[src/rtl/pingpong_clear_ram_pkg.sv]
// Shared types and default geometry for the ping-pong frame memory.
// DEFAULT_DEPTH/ADDR_WIDTH track the display controller's pixel count.
package pingpong_clear_ram_pkg;

    typedef enum logic [1:0] {
        ST_INIT     = 2'd0,
        ST_CLEARING = 2'd1,
        ST_READY    = 2'd2,
        ST_SWAP     = 2'd3
    } state_t;

    localparam int DEFAULT_DEPTH      = 1024;
    localparam int DEFAULT_ADDR_WIDTH = 10;

endpackage

[src/rtl/pingpong_clear_ram_sdp_ram.sv]
// Simple dual-port RAM: synchronous write port, registered read-first read port.
module sdp_ram
    import pingpong_clear_ram_pkg::*;
#(
    parameter int DATA_WIDTH = 1,
    parameter int DEPTH      = DEFAULT_DEPTH,
    parameter int ADDR_WIDTH = DEFAULT_ADDR_WIDTH
) (
    input  logic                  clk,
    input  logic                  reset,
    input  logic                  we,
    input  logic [ADDR_WIDTH-1:0] waddr,
    input  logic [DATA_WIDTH-1:0] wdata,
    input  logic [ADDR_WIDTH-1:0] raddr,
    output logic [DATA_WIDTH-1:0] rdata
);

    localparam int IDX_W = (DEPTH > 1) ? $clog2(DEPTH) : 1;
    localparam logic [ADDR_WIDTH:0] DEPTH_EXT = (ADDR_WIDTH + 1)'(DEPTH);

    logic [DATA_WIDTH-1:0] mem [DEPTH];

    // The caller only ever presents in-range write addresses.
    always_ff @(posedge clk) begin
        if (we) begin
            mem[waddr[IDX_W-1:0]] <= wdata;
        end
    end

    always_ff @(posedge clk) begin
        if (reset) begin
            rdata <= '0;
        end else if ({1'b0, raddr} < DEPTH_EXT) begin
            rdata <= mem[raddr[IDX_W-1:0]];
        end else begin
            rdata <= '0;
        end
    end

endmodule

[src/rtl/pingpong_clear_ram.sv]
// Double-buffered frame memory: the front bank serves the renderer and scan-out
// while the back bank is swept to CLEAR_VALUE; swaps wait for the sweep to finish.
module pingpong_clear_ram
    import pingpong_clear_ram_pkg::*;
#(
    parameter int                    DATA_WIDTH  = 1,
    parameter int                    DEPTH       = DEFAULT_DEPTH,
    parameter int                    ADDR_WIDTH  = DEFAULT_ADDR_WIDTH,
    parameter logic [DATA_WIDTH-1:0] CLEAR_VALUE = '0
) (
    input  logic                  clk,
    input  logic                  reset,
    input  logic                  swap,
    input  logic                  we,
    input  logic [ADDR_WIDTH-1:0] write_addr,
    input  logic [DATA_WIDTH-1:0] write_data,
    input  logic [ADDR_WIDTH-1:0] read_addr,
    output logic [DATA_WIDTH-1:0] read_data,
    output logic                  ready,
    output logic                  clear_busy,
    output logic                  swap_pending,
    output logic                  swap_ack,
    output logic                  front_sel
);

    localparam logic [ADDR_WIDTH-1:0] LAST_ADDR = ADDR_WIDTH'(DEPTH - 1);
    localparam logic [ADDR_WIDTH:0]   DEPTH_EXT = (ADDR_WIDTH + 1)'(DEPTH);

    state_t                state, state_next;
    logic [ADDR_WIDTH-1:0] count, count_next;
    logic                  front_next;
    logic                  pending_next;
    logic                  sweep_last;
    logic                  user_write;
    logic                  rd_sel;
    logic                  rd_oob;

    logic                  bank_we    [2];
    logic [ADDR_WIDTH-1:0] bank_addr  [2];
    logic [DATA_WIDTH-1:0] bank_wdata [2];
    logic [DATA_WIDTH-1:0] bank_rdata [2];

    assign sweep_last = (count == LAST_ADDR);

    always_ff @(posedge clk) begin
        if (reset) begin
            state        <= ST_INIT;
            count        <= '0;
            front_sel    <= 1'b0;
            swap_pending <= 1'b0;
        end else begin
            state        <= state_next;
            count        <= count_next;
            front_sel    <= front_next;
            swap_pending <= pending_next;
        end
    end

    // A swap seen on the last sweep cycle is honoured directly rather than lost.
    always_comb begin
        state_next   = state;
        count_next   = count;
        front_next   = front_sel;
        pending_next = swap_pending;
        case (state)
            ST_INIT: begin
                pending_next = swap_pending | swap;
                if (sweep_last) begin
                    count_next = '0;
                    state_next = ST_READY;
                end else begin
                    count_next = count + ADDR_WIDTH'(1);
                end
            end
            ST_CLEARING: begin
                if (sweep_last) begin
                    count_next   = '0;
                    pending_next = 1'b0;
                    state_next   = (swap_pending | swap) ? ST_SWAP : ST_READY;
                end else begin
                    count_next   = count + ADDR_WIDTH'(1);
                    pending_next = swap_pending | swap;
                end
            end
            ST_READY: begin
                count_next   = '0;
                pending_next = 1'b0;
                if (swap | swap_pending) begin
                    state_next = ST_SWAP;
                end
            end
            ST_SWAP: begin
                front_next   = ~front_sel;
                pending_next = swap;
                count_next   = '0;
                state_next   = ST_CLEARING;
            end
            default: begin
                state_next = ST_INIT;
            end
        endcase
    end

    assign ready      = (state != ST_INIT);
    assign clear_busy = (state == ST_INIT) || (state == ST_CLEARING);
    assign swap_ack   = (state == ST_SWAP);
    assign user_write = we && ready && ({1'b0, write_addr} < DEPTH_EXT);

    // INIT sweeps both banks; CLEARING sweeps only the back bank.
    always_comb begin
        for (int b = 0; b < 2; b++) begin
            bank_we[b]    = 1'b0;
            bank_addr[b]  = write_addr;
            bank_wdata[b] = write_data;
            if ((state == ST_INIT) || ((state == ST_CLEARING) && (front_sel != 1'(b)))) begin
                bank_we[b]    = 1'b1;
                bank_addr[b]  = count;
                bank_wdata[b] = CLEAR_VALUE;
            end else if (user_write && (front_sel == 1'(b))) begin
                bank_we[b] = 1'b1;
            end
        end
    end

    for (genvar g = 0; g < 2; g++) begin : g_bank
        sdp_ram #(
            .DATA_WIDTH (DATA_WIDTH),
            .DEPTH      (DEPTH),
            .ADDR_WIDTH (ADDR_WIDTH)
        ) u_ram (
            .clk   (clk),
            .reset (reset),
            .we    (bank_we[g]),
            .waddr (bank_addr[g]),
            .wdata (bank_wdata[g]),
            .raddr (read_addr),
            .rdata (bank_rdata[g])
        );
    end

    always_ff @(posedge clk) begin
        if (reset) begin
            rd_sel <= 1'b0;
            rd_oob <= 1'b0;
        end else begin
            rd_sel <= front_sel;
            rd_oob <= !({1'b0, read_addr} < DEPTH_EXT);
        end
    end

    assign read_data = rd_oob ? CLEAR_VALUE : bank_rdata[rd_sel];

endmodule

[config.mk]
export PLATFORM = sky130hd
export DESIGN_NAME = pingpong_clear_ram
export DESIGN_NICKNAME = d
export VERILOG_FILES = /design/src/rtl/pingpong_clear_ram_pkg.sv /design/src/rtl/pingpong_clear_ram_sdp_ram.sv /design/src/rtl/pingpong_clear_ram.sv
export SDC_FILE = /design/constraint.sdc
export NUM_CORES = 2
export LEC_CHECK = 0
export ABC_AREA = 1
export CAP_MARGIN = 20
export CORE_MARGIN = 4
export CORE_UTILIZATION = 48
export DETAILED_ROUTE_END_ITERATION = 7
export HOLD_SLACK_MARGIN = 0.15
export PLACE_DENSITY_LB_ADDON = 0.05
export SLEW_MARGIN = 20
export SYNTH_ARGS = -nofsm -noshare
export SYNTH_HDL_FRONTEND = slang
export SYNTH_SLANG_ARGS = --single-unit
[constraint.sdc]
create_clock -name clk -period 51.6 [get_ports clk]
set_input_delay 10.32 -clock clk [delete_from_list [all_inputs] [get_ports clk]]
set_output_delay 10.32 -clock clk [all_outputs]
set_load 0.01 [all_outputs]
==> metrics.txt <==
status=finished, final reports clean; Synthesis Warnings=0; IO Port Bufs=30; Setup Crit Path Kind=primary input to flop; pwr/cell area=34.8 nW/um2; clk buf depth=3; Worst setup EP type=flop; Post-CTS Resized=0; most common cell after layout, fill and taps aside=nor2_1; DRT Pass-1 Iters=6; Total Routing Usage GR=29.6%; DRC Markers=0; Worst EP required=52.40 ns; Sink Count=2065; clock period minus worst slack=14.58 ns; setup total negative slack=0 ns; global-route wire length before repair=439000 um; synthesized area per cell=9.79 um2; htree depth=4; row count=160; final setup violating endpoints=0; area grow syn2layout=9.52%; distinct cell type count after synthesis=28; Vias per Instance=5.93; fraction of layout cells with a size suffix above 1=6.17%; total number of vias=69600; worst-path fanout max=134; die area=200000 um2; register area share after synthesis=66.8%; synthesis-stage register bit count=2065; Max-slew headroom=11.5%; Hold Crit Class=flop to flop; global placer's final weighted congestion=0.824; CTS Hold Bufs=0; antenna violations before repair=13; CTS tree=built; Worst Skew=0.0246 ns; DPL Wire Length=142000 um; Routed WL per cell=25.5 um; crit path DAT=15.37 ns; Post-synth EDFFs=2048; Post-CTS Setup Bufs=0; Final Hold Viols=0; CTS buffer count=217; die width=447 um; type of origin of the critical path=primary input; measured slew at the worst slew-check pin=1.33 ns; clk slew on worst S/H paths=0.06 ns; final WL=299000 um; final slew viol count=0; pin count of the biggest net entering global routing=262; worst-skew pair later-pin latency=0.87 ns; most frequent cells in the layout=nor2_1 (2157), edfxtp_1 (2048), nand2_1 (2013); Final period util=28.2%; starting density of the core=48.5%; top_reg_cell synth=edfxtp_1; fin cells=11700; Post-Syn Area=92600 um2; Net Count, Synth=9481; vias in the first global route=65200; grt ovf=0; fmax=0.0686 GHz; leak pwr=33.7 nW; RSZ-0062 raised after global routing=no; R2R setup slack=46.93 ns; Final Power=3.52 mW; max cap viols=0; Post-Place Cells=11300; number of DRC markers in iteration 0=9171; total core area=191000 um2; Worst VDD drop=0.0000278 V; Die Y-Extent=447 um; IO Pins=31; Final nets=9043; Final ANT Viol Nets=0; Post-Synthesis Cells=9455; CTS root buf=clkbuf_16; Synth async-reset ratio=0%
state kept, by name, summed over array words and instances (netlist names):
signal and flops:
state 2, swap_pending 1, front_sel 1, g_bank.u_ram.rdata 2
count 10, rd_sel 1, g_bank.u_ram.mem 2048
metrics by stage:
stage / area (um2) / setup WS [ns] / util (%) / hold WS, ns
after global placement: 94300 / 36.18 / 49.4 / 0.428
after detailed placement: 94400 / 36.15 / 49.4 / 0.442
after CTS: 101000 / 37.07 / 53.0 / 0.457
after global routing: 101000 / 36.71 / 53.1 / 0.486
final: 101000 / 37.02 / 53.1 / 0.449
after floorplan: 92600 / 8.39 / - / 0.417
worst max-delay path, stage by stage:
cell,delay [ns]
buf_8,0.23
inv_8,0.56
buf_4,0.85
buf_4,0.72
buf_4,0.89
o21ai_0,0.19
o22ai_1,0.15
nand2_1,0.06
nand3_1,0.10
nand3_1,0.17
nand3_1,0.14
nand2_1,0.08
nor2_1,0.25
nor2_1,0.09
nor2_1,0.11
nor2_1,0.05
nor2_1,0.09
cell usage after synthesis, types with 2 or more instances:
cell,count,share of area (%)
nor2_1,2159,8.8
nand2_1,2074,8.4
edfxtp_1,2048,66
nand3_1,1981,11
clkbuf_1,584,2.4
buf_1,133,0.54
inv_1,120,0.49
buf_2,118,0.64
o21ai_0,78,0.42
nor3_1,48,0.26
o22ai_1,28,0.19
a21oi_1,22,0.12
dfxtp_1,17,0.37
o21ai_1,14,0.076
inv_2,6,0.024
nor2_2,5,0.034
nor2_4,3,0.036
nor3b_1,3,0.024
or2_2,3,0.020
buf_6,2,0.024
xor2_1,2,0.019
worst paths after layout:
| kind | startpoint | cells past startpoint | to |
|---|---|---|---|
| setup / recovery | read_addr[0] | 17 | g_bank[0].u_ram.rdata |
| hold / removal | count[0] | 1 | count[0] |
| setup reg to reg | front_sel | 9 | g_bank[1].u_ram.mem[666] |
| hold reg to reg | count[0] | 1 | count[0] |
power by group:
part           internal, mW  switching (mW)  leakage, nW
logic                0.0463           0.147         11.2
clock network         0.857           0.657         3.29
registers              1.82        0.000534         19.1
cell families (layout without fill, tap and decap cells):
family	Yosys count	in the layout	share of synthesized area [%]
multiplexers	1	1	0.0122
flip-flops	2065	2065	66.8
AO/OA/AOI/OAI	145	145	0.834
XOR/XNOR	3	3	0.0284
other	0	3	0
buffers and inverters	964	714	4.09
adder cells (fa/ha/maj)	1	1	0.0135
AND/OR/NAND/NOR	6276	6276	28.2
routing by layer:
layer	global-route usage (%)	vias to the layer above	wire, um
met1	43.4	34800	127000
met2	46.3	3129	137000
met4	7.45	2	7080
met3	4.90	459	28700
li1	-	31100	-
met5	0	-	9
layout make-up:
type                       count  area (um2)
fill                       17600       89600
sequential                  2065       61800
multi-input combinational   6426       27400
clock buffer                 287        5860
tap                         2511        3140
timing repair buffer         181        1770
clock inverter               120         885
inverter                     126         505
antenna                        3        7.51
Power figures use the tool's default switching activity.
